### src/rtl/SB_codex_pkg.sv
// Sideband codec types shared by the LTSM state blocks: message struct,
// field enums, header bit positions and the message-number decoder.
package SB_codex_pkg;

  localparam int unsigned OPC_LSB     = 0;
  localparam int unsigned OPC_MSB     = 4;
  localparam int unsigned MSGCODE_LSB = 14;
  localparam int unsigned MSGCODE_MSB = 21;
  localparam int unsigned SRCID_LSB   = 29;
  localparam int unsigned SRCID_MSB   = 31;
  localparam int unsigned SUBCODE_LSB = 32;
  localparam int unsigned SUBCODE_MSB = 39;
  localparam int unsigned INFO_LSB    = 40;
  localparam int unsigned INFO_MSB    = 55;
  localparam int unsigned DSTID_LSB   = 56;
  localparam int unsigned DSTID_MSB   = 58;
  localparam int unsigned DP_BIT      = 62;
  localparam int unsigned CP_BIT      = 63;

  typedef enum logic [4:0] {
    OPC_MEM_RD32         = 5'b00000,
    OPC_MEM_WR32         = 5'b00001,
    Message_without_Data = 5'b10010,
    Message_with_Data    = 5'b11011
  } opcode_t;

  typedef enum logic [2:0] {
    SRC_RSVD = 3'd0,
    SRC_D2D  = 3'd1,
    SRC_PHY  = 3'd2,
    SRC_MGMT = 3'd3
  } srcid_t;

  typedef enum logic [2:0] {
    DST_RSVD = 3'd0,
    DST_D2D  = 3'd1,
    DST_PHY  = 3'd2,
    DST_MGMT = 3'd3
  } dstid_t;

  typedef enum logic [3:0] {
    SB_msg_unknown           = 4'd0,
    SBINIT_out_of_reset      = 4'd1,
    SBINIT_done_req          = 4'd2,
    SBINIT_done_resp         = 4'd3,
    MBINIT_PARAM_config_req  = 4'd4,
    MBINIT_PARAM_config_resp = 4'd5,
    MBINIT_CAL_done_req      = 4'd6,
    MBINIT_CAL_done_resp     = 4'd7
  } msg_num_t;

  typedef struct packed {
    msg_num_t    msg_num;
    opcode_t     opcode;
    srcid_t      srcid;
    dstid_t      dstid;
    logic [15:0] msg_info;
  } SB_msg_t;

  function automatic SB_msg_t reset_SB_msg();
    SB_msg_t m;
    m.msg_num  = SB_msg_unknown;
    m.opcode   = OPC_MEM_RD32;
    m.srcid    = SRC_RSVD;
    m.dstid    = DST_RSVD;
    m.msg_info = '0;
    return m;
  endfunction

  function automatic msg_num_t decode_msg_num(input logic [7:0] msgcode,
                                              input logic [7:0] msgsubcode);
    msg_num_t n;
    case ({msgcode, msgsubcode})
      16'h9100: n = SBINIT_out_of_reset;
      16'h9501: n = SBINIT_done_req;
      16'h9A01: n = SBINIT_done_resp;
      16'hA500: n = MBINIT_PARAM_config_req;
      16'hAA00: n = MBINIT_PARAM_config_resp;
      16'hA502: n = MBINIT_CAL_done_req;
      16'hAA02: n = MBINIT_CAL_done_resp;
      default:  n = SB_msg_unknown;
    endcase
    return n;
  endfunction

endpackage

### src/rtl/sb_sync_fifo.sv
// Synchronous FIFO with first-word fall-through head and extra-MSB pointers.
module sb_sync_fifo #(
  parameter int unsigned WIDTH = 8,
  parameter int unsigned DEPTH = 4
) (
  input  logic             clk_100MHz,
  input  logic             reset,
  input  logic             push_i,
  input  logic             pop_i,
  input  logic             flush_i,
  input  logic [WIDTH-1:0] din_i,
  output logic [WIDTH-1:0] dout_o,
  output logic             empty_o,
  output logic             full_o
);
  localparam int unsigned AW = $clog2(DEPTH);

  logic [AW:0]      wr_ptr_q, wr_ptr_d, rd_ptr_q, rd_ptr_d;
  logic [WIDTH-1:0] mem_q [DEPTH];
  logic             do_push, do_pop;

  assign empty_o = (wr_ptr_q == rd_ptr_q);
  assign full_o  = (wr_ptr_q[AW] != rd_ptr_q[AW]) &&
                   (wr_ptr_q[AW-1:0] == rd_ptr_q[AW-1:0]);
  assign dout_o  = mem_q[rd_ptr_q[AW-1:0]];

  // A full FIFO still takes a push when the head leaves in the same cycle.
  assign do_pop  = pop_i && !empty_o && !flush_i;
  assign do_push = push_i && (!full_o || do_pop) && !flush_i;

  always_comb begin
    wr_ptr_d = wr_ptr_q;
    rd_ptr_d = rd_ptr_q;
    if (flush_i) begin
      wr_ptr_d = '0;
      rd_ptr_d = '0;
    end else begin
      if (do_push) wr_ptr_d = wr_ptr_q + 1'b1;
      if (do_pop)  rd_ptr_d = rd_ptr_q + 1'b1;
    end
  end

  always_ff @(posedge clk_100MHz) begin
    if (reset) begin
      wr_ptr_q <= '0;
      rd_ptr_q <= '0;
    end else begin
      wr_ptr_q <= wr_ptr_d;
      rd_ptr_q <= rd_ptr_d;
    end
  end

  always_ff @(posedge clk_100MHz) begin
    if (do_push) mem_q[wr_ptr_q[AW-1:0]] <= din_i;
  end

endmodule

### src/rtl/sb_rx_msg_responder.sv
// Sideband RX responder: parity check, decode, buffering and one-message-per-
// request delivery to the active LTSM state.
module sb_rx_msg_responder
  import SB_codex_pkg::*;
#(
  parameter int unsigned DEPTH = 4,
  parameter int unsigned CNT_W = 8
) (
  input  logic             clk_100MHz,
  input  logic             reset,
  input  logic             enable_i,
  input  logic             flush_i,
  input  logic             pkt_valid_i,
  input  logic [63:0]      pkt_header_i,
  input  logic [63:0]      pkt_data_i,
  input  logic             SB_RX_msg_req_i,
  output SB_msg_t          SB_RX_msg_o,
  output logic [63:0]      SB_RX_dataBus_o,
  output logic             SB_RX_msg_valid_o,
  output logic             fifo_empty_o,
  output logic             fifo_full_o,
  output logic [CNT_W-1:0] parity_err_cnt_o,
  output logic [CNT_W-1:0] overflow_cnt_o
);
  localparam int unsigned ENTRY_W = $bits(SB_msg_t) + 64;

  SB_msg_t            pkt_msg, head_msg, msg_q, msg_d;
  logic [63:0]        head_data, data_q, data_d;
  logic [ENTRY_W-1:0] fifo_dout;
  logic               valid_q, valid_d, pend_q, pend_d;
  logic [CNT_W-1:0]   perr_q, perr_d, ovf_q, ovf_d;
  logic               clear, pkt_live, cp_ok, dp_ok, push, deliver, overflow, parity_bad;

  always_comb begin
    pkt_msg          = reset_SB_msg();
    pkt_msg.msg_num  = decode_msg_num(pkt_header_i[MSGCODE_MSB:MSGCODE_LSB],
                                      pkt_header_i[SUBCODE_MSB:SUBCODE_LSB]);
    pkt_msg.opcode   = opcode_t'(pkt_header_i[OPC_MSB:OPC_LSB]);
    pkt_msg.srcid    = srcid_t'(pkt_header_i[SRCID_MSB:SRCID_LSB]);
    pkt_msg.dstid    = dstid_t'(pkt_header_i[DSTID_MSB:DSTID_LSB]);
    pkt_msg.msg_info = pkt_header_i[INFO_MSB:INFO_LSB];
  end

  assign cp_ok = (pkt_header_i[CP_BIT] == ^pkt_header_i[DP_BIT-1:0]);
  assign dp_ok = (pkt_msg.opcode != Message_with_Data) ||
                 (pkt_header_i[DP_BIT] == ^pkt_data_i);

  // Packets arriving during a flush or while disabled vanish without being counted.
  assign clear      = flush_i || !enable_i;
  assign pkt_live   = pkt_valid_i && !clear;
  assign parity_bad = pkt_live && !(cp_ok && dp_ok);
  assign push       = pkt_live && cp_ok && dp_ok;
  assign deliver    = (pend_q || SB_RX_msg_req_i) && !fifo_empty_o && !clear && !valid_q;
  assign overflow   = push && fifo_full_o && !deliver;

  assign {head_msg, head_data} = fifo_dout;

  sb_sync_fifo #(
    .WIDTH(ENTRY_W),
    .DEPTH(DEPTH)
  ) u_fifo (
    .clk_100MHz(clk_100MHz),
    .reset     (reset),
    .push_i    (push),
    .pop_i     (deliver),
    .flush_i   (clear),
    .din_i     ({pkt_msg, pkt_data_i}),
    .dout_o    (fifo_dout),
    .empty_o   (fifo_empty_o),
    .full_o    (fifo_full_o)
  );

  always_comb begin
    valid_d = deliver;
    msg_d   = msg_q;
    data_d  = data_q;
    pend_d  = pend_q;
    perr_d  = perr_q;
    ovf_d   = ovf_q;
    if (deliver) begin
      msg_d  = head_msg;
      data_d = head_data;
    end
    if (clear || deliver) pend_d = 1'b0;
    else if (SB_RX_msg_req_i) pend_d = 1'b1;
    if (parity_bad && (perr_q != '1)) perr_d = perr_q + 1'b1;
    if (overflow && (ovf_q != '1))    ovf_d  = ovf_q + 1'b1;
  end

  always_ff @(posedge clk_100MHz) begin
    if (reset) begin
      valid_q <= 1'b0;
      msg_q   <= reset_SB_msg();
      data_q  <= '0;
      pend_q  <= 1'b0;
      perr_q  <= '0;
      ovf_q   <= '0;
    end else begin
      valid_q <= valid_d;
      msg_q   <= msg_d;
      data_q  <= data_d;
      pend_q  <= pend_d;
      perr_q  <= perr_d;
      ovf_q   <= ovf_d;
    end
  end

  assign SB_RX_msg_valid_o = valid_q;
  assign SB_RX_msg_o       = msg_q;
  assign SB_RX_dataBus_o   = data_q;
  assign parity_err_cnt_o  = perr_q;
  assign overflow_cnt_o    = ovf_q;

endmodule

### config.mk
export PLATFORM = sky130hd
export DESIGN_NAME = sb_rx_msg_responder
export DESIGN_NICKNAME = d
export VERILOG_FILES = /design/src/rtl/SB_codex_pkg.sv /design/src/rtl/sb_sync_fifo.sv /design/src/rtl/sb_rx_msg_responder.sv
export SDC_FILE = /design/constraint.sdc
export NUM_CORES = 1
export LEC_CHECK = 0
export BUFFER_PORTS_ARGS = -buffer_cell sky130_fd_sc_hd__buf_4
export CORE_MARGIN = 4
export CORE_UTILIZATION = 40
export CTS_BUF_LIST = sky130_fd_sc_hd__clkbuf_2 sky130_fd_sc_hd__clkbuf_4 sky130_fd_sc_hd__clkbuf_8
export DETAILED_ROUTE_END_ITERATION = 7
export REMOVE_ABC_BUFFERS = 1
export SETUP_SLACK_MARGIN = 0.3
export SLEW_MARGIN = 20
export SYNTH_ARGS = -nofsm -noshare
export SYNTH_HDL_FRONTEND = slang
export SYNTH_SLANG_ARGS = --single-unit
### constraint.sdc
create_clock -name clk_100MHz -period 7.1 [get_ports clk_100MHz]
set_clock_uncertainty 0.15 [all_clocks]
set_input_delay 1.065 -clock clk_100MHz [delete_from_list [all_inputs] [get_ports clk_100MHz]]
set_output_delay 1.065 -clock clk_100MHz [all_outputs]
set_load 0.01 [all_outputs]
# --- Yosys cells after proc, flatten, opt, wreduce, memory -nomap -nowiden ---
# Memories as Yosys holds them, arrays and structs flattened. A register that Yosys moved wholly into a read port is not among the register bits.
# Cells that the tools add are included.
totals:
  ff_bits: 28
  ramBits: 376
  inputBits: 134
  out_inout_bits: 114
  word_cells: 63
  memories: 1
mem_list:
  columns: ["memory", "words", "width", "read_ports", "rd_ports_with_merged_regs", "write_ports", "line", "text"]
  rows:
  - ["u_fifo.mem_q", 4, 94, 1, 1, 1, "sb_sync_fifo.sv:19", "logic [WIDTH-1:0] mem_q [DEPTH];"]
classes:
  addsub: 4
  n_eq_ne: 15
  n_mux: 3
  reduce_logical: 33
op_table:
  columns: ["operator", "count"]
  rows:
  - ["$eq 16x16->1 const B", 7]
  - ["$reduce_xor 64->1", 1]
  - ["$reduce_xor 62->1", 1]
  - ["$pmux 3 s7", 1]
  - ["$logic_and 1x1->1", 17]
  - ["$add 8x1->8 const B", 2]
  - ["$ne 8x8->1 const B", 2]
  - ["$logic_not 1->1", 7]
  - ["$add 3x1->3 const B", 2]
  - ["$logic_or 1x1->1", 5]
  - ["$ne 5x5->1 const B", 1]
  - ["$reduce_or 2->1", 2]
  - ["$eq 3x3->1", 1]
  - ["$eq 1x1->1", 2]
  - ["$eq 2x2->1", 1]
  - ["$mux 1", 2]
  - ["$ne 1x1->1", 1]

# --- Depth between registers and ports, before layout ---
# Gate-level depths: netlist of run 1.
logic_depth:
  word_depth: 12
  mapped_depth: 13
  mapped_depth_nobuf: 12

# --- Hierarchy ---
# A second synthesis of run 1 with hierarchy kept.
unflattened:
  hier_cells: 1220
  hier_area_um2: 19567.5
by_module_without_submodules:
  columns: ["module", "n_inst", "cells_each", "area_each_um2", "seq_area_each_um2"]
  rows:
  - ["sb_sync_fifo", 1, 546, 14108.5, 11571.1]
  - ["sb_rx_msg_responder", 1, 674, 5459.0, 2262.2]

# --- Worst setup path before layout of run 1 ---
# OpenSTA, ideal clock, no wires.
synth_timing:
  path_type: "input-to-reg"
  startpoint: "in pkt_header_i[2]"
  endpoint: "mem u_fifo.mem_q[0][0] (netlist name), enable pin"
  setup_time_ps: 464
  t_arrival_ps: 5194
  t_required_ps: 6486
  slack_ps: 1292
  stages: 12
  path_buffers: 1
  cell_sequence: "inv_1 > ha_1 > xnor2_1 > xnor2_1 > xnor2_1 > xnor2_1 > xnor2_1 > xnor2_1 > a2111o_1 > nor2b_1 > buf_2 > and2_1"
synth_via:
  elab_chain_len: 8
  elab_cells_between_ends: 10
  cone_classes: "eq/ne (2); mux (2); reduce/logical (6)"
synth_rtl:
  columns: ["item", "line", "text"]
  rows:
  - ["start: declaration", "sb_rx_msg_responder.sv:14", "input logic [63:0] pkt_header_i,"]
  - ["$reduce_xor 62->1", "sb_rx_msg_responder.sv:44", "assign cp_ok = (pkt_header_i[CP_BIT] == ^pkt_header_i[DP_BIT-1:0]);"]
  - ["$eq 1x1->1", "sb_rx_msg_responder.sv:44", null]
  - ["$logic_and 1x1->1", "sb_rx_msg_responder.sv:52", "assign push = pkt_live && cp_ok && dp_ok;"]
  - ["$logic_and 1x1->1 *", "sb_rx_msg_responder.sv:52", null]
  - ["$logic_and 1x1->1 * (2 in series)", "sb_sync_fifo.sv:29", "assign do_push = push_i && (!full_o || do_pop) && !flush_i;"]
  - ["$mux 1 *", "sb_sync_fifo.sv:54", "if (do_push) mem_q[wr_ptr_q[AW-1:0]] <= din_i;"]
  - ["$mux 1 (not written as such) *", "sb_sync_fifo.sv:54", null]
  - ["end: declaration", "sb_sync_fifo.sv:19", null]
# Mark *: on every way between the ends. The rest lies on a longest branch, timed or not.

# --- Worst setup path after layout of run 1 ---
layout_timing:
  startpoint: "in pkt_data_i[7]"
  endpoint: "mem u_fifo.mem_q[0][12] (netlist name), enable pin"
layout_via:
  elab_chain_len: 8
layout_rtl:
  columns: ["item", "line", "text"]
  rows:
  - ["start: declaration", "sb_rx_msg_responder.sv:15", "input logic [63:0] pkt_data_i,"]
  - ["$reduce_xor 64->1", "sb_rx_msg_responder.sv:46", "(pkt_header_i[DP_BIT] == ^pkt_data_i);"]
  - ["$eq 1x1->1", "sb_rx_msg_responder.sv:46", null]
  - ["$logic_or 1x1->1", "sb_rx_msg_responder.sv:45", "assign dp_ok = (pkt_msg.opcode != Message_with_Data) ||"]
  - ["$logic_and 1x1->1", "sb_rx_msg_responder.sv:52", null]
  - ["$logic_and 1x1->1 (2 in series)", "sb_sync_fifo.sv:29", null]
  - ["$mux 1", "sb_sync_fifo.sv:54", null]
  - ["$mux 1 (not written as such)", "sb_sync_fifo.sv:54", null]
# Every way passes these cells.

==> flow_summary.yaml, run 1 <==
finish:
  final-instance-count-excl-fill: 2172
  fin_area_sq_um: 23600
  layout_common_cells: "edfxtp_1 (376), buf_4 (253), nand2_1 (200)"
  nets: 1644
  nFillCells: 4150
  postLayoutCoreUtil_pct: 49.6
  syn_to_final_growth_pct: 22.8
  drive_above_1_share_pct: 33.0
  regArea_sq_um: 13700
  mostFrequentLayoutCell: "edfxtp_1"
  multi_input_area_sq_um: 5290
clocking:
  cts.clk_slew.worst_paths_ps: 60
  ctsRootBufferMaster: "clkbuf_8"
  clk_latency_ps: 630
  h-tree-depth: 3
  clock_sinks: 494
  clock_path_buffers: 3
  cts_tree: "done"
  cts_buffers: 83
  postCtsSetupBuffers: 0
  cts_hold_buf: 0
  cts.repair.resized: 0
setup_path:
  ff2ff_path_depth: 7
  endpoint: "u_fifo.mem_q[0][12]"
  crit_chain: "buf_4, xor2_1, xnor2_1, xnor2_1, xnor2_1, xnor3_1, xnor2_1, a2111o_1, nor2b_1, and2_4, buf_4"
  rrSetupSlack_ps: 3710
  cp-start-kind: "primary input"
  endpoint_kind: "flip-flop"
  criticalPathCategory: "primary input to flip-flop"
  slowest_stage: "and2_4"
  cp.arrival_ps: 5000
  r2r_end: "u_fifo.mem_q[0][12]"
  cp.required_ps: 7240
  slowest_delay_ps: 650
  cp_common_cell: "xnor2_1"
  cp_max_fo: 37
  timing.rr.start: "u_fifo.rd_ptr_q[1]"
  crit_start: "pkt_data_i[7]"
timing:
  fmax_mhz: 206
  worst_pin_slew_ps: 1010
  fin_crit_ps: 4860
  finalHoldViolCount: 0
  min_period_over_period_pct: 68.4
  slew_viol_final: 0
  slew_headroom_pct: 32.5
  rsz0062_at_grt: "no"
  setup_ws_ps: 2240
  finalSetupViolCount: 0
synth:
  syn_area_per_cell_sq_um: 16.0
  synth.distinct_cells: 38
  synth_flop_cell: "edfxtp_1"
  ys_seq_area_share_pct: 71.0
  yosysWarnings: 0
  async_flop_share_pct: 0
  synth_edf_count: 376
  mappedNetlistArea_sq_um: 19200
  yosys_register_bits: 494
  synthCells: 1201
power_and_ir_drop:
  switching_share_pct: 23.6
  share_seq_of_total_power_pct: 49.1
  p_comb_share_pct: 11.9
  p_total_mw: 6.76
  intPower_mw: 5.16
  p_per_area_nw_per_um2: 286
  max-vdd-ir-drop_uv: 116
  power_leakage_nw: 8.05
  power_frac_clock_pct: 39.0
  p_sw_mw: 1.59
placement:
  dp_hpwl_mm: 25.6
  pre_cts_slack_ps: 1550
  gp_congestion: 0.740
  io_buffers: 246
  placed_cell_area_sq_um: 21800
  dpl.cell_count: 2016
floorplan:
  die_h_um: 227
  core_sq_um: 47600
  io-pin-count: 248
  die_x_um: 227
  die_area_sq_um: 51600
  start_util_pct: 40.4
  rows: 80
grt:
  grt_pass1_vias: 11387
  grtUsageTotal_pct: 16.7
  overflow: 0
  antenna_found_initial: 1
  grt_pass1_wl_mm: 65.8
  grt_start_max_net_pins: 95
routing:
  avgRoutedWirePerCell_um: 19.8
  ant_nets: 0
  first_pass_iters: 5
  drt-initial-drc-count: 453
  via_count: 10771
  drt_wl_total_mm: 43.0
  remaining_drc_errors: 0
  viasPerCell: 4.96
job:
  maxCapViolCount: 0
outcome:
  status: "complete, no violations"
min_path:
  hp-class: "flip-flop to flip-flop"
-- critical path: cells and delay by family --
family                 cells  cell delay, ps
XOR/XNOR                   6            1670
buffers and inverters      2             550
AO/OA/AOI/OAI              1             520
AND/OR/NAND/NOR            2            1160
-- power by group through the flow --
| stage | Sequential (mW) | Clock (mW) | Combinational (mW) |
|---|---|---|---|
| after global placement | 3.37 | 0 | 0.808 |
| after global routing | 3.33 | 2.86 | 0.871 |
| after detailed placement | 3.38 | 0 | 0.817 |
| final | 3.32 | 2.63 | 0.802 |
| after floorplan | 3.39 | 0 | 0.494 |
| after CTS | 3.32 | 2.73 | 0.819 |
-- how the worst min path moves through the flow --
stage	from	endpoint	slack [ps]	cells past startpoint
finish	SB_RX_dataBus_o[20]	SB_RX_dataBus_o[20]	300	2
global route	SB_RX_dataBus_o[31]	SB_RX_dataBus_o[31]	320	2
CTS	SB_RX_dataBus_o[12]	SB_RX_dataBus_o[12]	310	2
detailed placement	SB_RX_msg_o[13]	SB_RX_msg_o[13]	300	2
global placement	SB_RX_dataBus_o[20]	SB_RX_dataBus_o[20]	290	2
floorplan	SB_RX_dataBus_o[0]	SB_RX_dataBus_o[0]	320	2
-- synth_stat cells (all sizes together) (2+ instances only) --
master | instances | area share (%)
a21oi | 98 | 2.6
a22oi | 2 | 0.078
and2 | 4 | 0.13
and3 | 2 | 0.065
buf | 14 | 0.30
clkbuf | 44 | 0.86
dfxtp | 118 | 12
edfxtp | 376 | 59
ha | 23 | 1.5
inv | 22 | 0.43
mux2i | 3 | 0.16
mux4 | 94 | 11
nand2 | 200 | 3.9
nand3 | 8 | 0.21
nand4 | 3 | 0.098
nor2 | 27 | 0.53
nor3 | 4 | 0.10
nor4 | 7 | 0.23
o21ai | 2 | 0.052
or2 | 3 | 0.098
xnor2 | 117 | 5.3
xor2 | 17 | 0.77
-- routing by layer --
| layer | vias to the layer above | global-route usage (%) | wire (um) |
|---|---|---|---|
| met5 | - | 0 | 0 |
| met2 | 269 | 28.0 | 21500 |
| met3 | 64 | 3.88 | 2400 |
| li1 | 5016 | - | - |
| met4 | 0 | 5.76 | 851 |
| met1 | 5422 | 21.5 | 18300 |
-- logic make-up after synthesis --
family / after synthesis / synth area share, %
AOI/OAI and AO/OA: 107 / 2.92
buffers and inverters: 80 / 1.59
xor gates and xnor gates: 135 / 6.22
and+or+nand+nor: 264 / 5.59
DFF: 494 / 71.0
adders and majority gates: 23 / 1.50
other: 1 / 0.0195
muxes: 97 / 11.2
-- sequential cells by signal (all words and copies together) (netlist names) --
register,count
pend_q,1
u_fifo.wr_ptr_q,3
parity_err_cnt_o,8
SB_RX_msg_o,30
u_fifo.mem_q,376
u_fifo.rd_ptr_q,3
SB_RX_msg_valid_o,1
SB_RX_dataBus_o,64
overflow_cnt_o,8
-- layout make-up --
type | instances | share of cell area [%]
Sequential cell | 494 | 57.8
Multi-Input combinational cell | 627 | 22.4
Timing Repair Buffer | 259 | 8.55
Clock buffer | 138 | 7.11
Tap cell | 615 | 3.26
Clock inverter | 15 | 0.471
Inverter | 22 | 0.350
Antenna cell | 2 | 0.0212
-- per-stage QoR --
stage               hold slack, ps  TNS [ps]
floorplan                      324   -677560
global placement               292         0
detailed placement             297         0
CTS                            305         0
global route                   322         0
finish                         303         0
No activity file was read; power rests on OpenSTA's default activity.
==> inputs of run 2 (changes only) <==
- clock period: 7.1 -> 4.8 ns (I/O delays scaled with it)
==> flow_summary.yaml, run 2 (synthesized netlist as in run 1, its figures left out) <==
power_and_ir_drop:
  p_per_area_nw_per_um2: 423
  p_total_mw: 10.1
  max-vdd-ir-drop_uv: 215
  power_leakage_nw: 8.14
finish:
  fin_area_sq_um: 23800
  layout_common_cells: "edfxtp_1 (376), buf_4 (262), nand2_1 (200)"
  nets: 1659
  syn_to_final_growth_pct: 23.7
  multi_input_area_sq_um: 5290
  drive_above_1_share_pct: 33.4
  nFillCells: 4144
  mostFrequentLayoutCell: "edfxtp_1"
  regArea_sq_um: 13700
  largest_reg_flops: 376
grt:
  overflow: 0
  grtUsageTotal_pct: 16.8
  antenna_found_initial: 0
  grt_pass1_wl_mm: 66.0
  grt_pass1_vias: 11277
  grt_start_max_net_pins: 99
clocking:
  cts_buffers: 83
  clock_path_buffers: 3
  cts_hold_buf: 0
  clk_latency_ps: 620
  clock_sinks: 494
  h-tree-depth: 3
  ctsRootBufferMaster: "clkbuf_8"
  postCtsSetupBuffers: 0
  cts_tree: "done"
  cts.clk_slew.worst_paths_ps: 60
  cts.repair.resized: 0
placement:
  placed_cell_area_sq_um: 22000
  gp_congestion: 0.760
  io_buffers: 246
  pre_cts_slack_ps: 431
  dp_hpwl_mm: 26.9
setup_path:
  rrSetupSlack_ps: 2060
  cp.required_ps: 4970
  criticalPathCategory: "primary input to flip-flop"
  ff2ff_path_depth: 6
  cp-start-kind: "primary input"
  cp_max_fo: 10
  r2r_end: "SB_RX_dataBus_o[27]"
  cp.arrival_ps: 3860
  endpoint_kind: "flip-flop"
  crit_start: "pkt_data_i[34]"
  timing.rr.start: "u_fifo.rd_ptr_q[0]"
min_path:
  hold_path_depth: 1
  hp-class: "primary input to flip-flop"
  worstHoldStart: "pkt_data_i[13]"
  holdPathEnd: "u_fifo.mem_q[0][13]"
floorplan:
  core_sq_um: 47600
  io-pin-count: 248
  die_h_um: 227
  die_x_um: 227
  start_util_pct: 40.4
  rows: 80
  die_area_sq_um: 51600
routing:
  drt-initial-drc-count: 615
  ant_nets: 0
  first_pass_iters: 5
  drt_wl_total_mm: 43.3
  viasPerCell: 4.95
  remaining_drc_errors: 0
  avgRoutedWirePerCell_um: 19.8
  via_count: 10802
timing:
  fmax_mhz: 271
  rsz0062_at_grt: "no"
  min_period_over_period_pct: 77.0
  slew_viol_final: 0
  finalSetupViolCount: 0
  finalHoldViolCount: 0
  slew_headroom_pct: 37.8
  worst_pin_slew_ps: 933
  setup_ws_ps: 1110
  fin_tns_setup_ps: 0
  fin_crit_ps: 3690
outcome:
  status: "complete, no violations"
job:
  maxCapViolCount: 0
==> run 2: cell types whose count changed in the layout (fill, tap and decap cells not counted), sizes merged <==
cell / change
buf: +15
clkbuf: -4
clkinv: +4
clkinvlp: -4
bufinv: +2
diode: -1
==> run 2: how the worst max path moves through the flow <==
stage | end | slack (ps) | depth (start not counted)
finish | u_fifo.mem_q[3][55] | 1110 | 11
global route | u_fifo.mem_q[3][2] | 1010 | 11
CTS | u_fifo.mem_q[3][55] | 1070 | 11
detailed placement | u_fifo.mem_q[3][51] | 430 | 11
global placement | u_fifo.mem_q[3][57] | 460 | 11
floorplan | u_fifo.rd_ptr_q[2] | -7320 | 6
==> run 2: metal layers <==
layer	GRT usage, %	up-vias	wire length (um)
met1	21.8	5424	18300
met3	3.84	63	2460
li1	-	5043	-
met5	0	-	0
met4	5.49	0	849
met2	28.4	272	21700
==> run 2: layout make-up <==
cell class	instances	share of cell area, %
Clock buffer	134	6.76
Antenna cell	1	0.0105
Sequential cell	494	57.5
Timing Repair Buffer	274	9.28
Tap cell	615	3.24
Clock inverter	17	0.668
Inverter	22	0.347
Multi-Input combinational cell	627	22.2
==> run 2: critical path, stage by stage <==
cell,delay [ps]
buf_4,130
xnor2_1,230
xnor2_1,150
xnor2_1,500
xnor2_1,190
xnor3_1,280
xnor2_1,210
a2111o_1,500
nor2b_1,320
and2_4,350
buf_4,260
==> run 2: through the flow <==
step	utilization, %	hold WS, ps	std cells
detailed placement	46.2	298	2032
finish	49.9	155	2184
global placement	46.2	293	2032
floorplan	-	324	1143
global route	49.9	98.1	2183
CTS	49.9	77.8	2183
==> run 2: report_power, final <==
part	total (mW)	switching [mW]	leakage, nW	internal, mW
logic	1.26	0.679	2.82	0.583
clock network	3.90	1.62	0.950	2.28
registers	4.91	0.0496	4.37	4.86
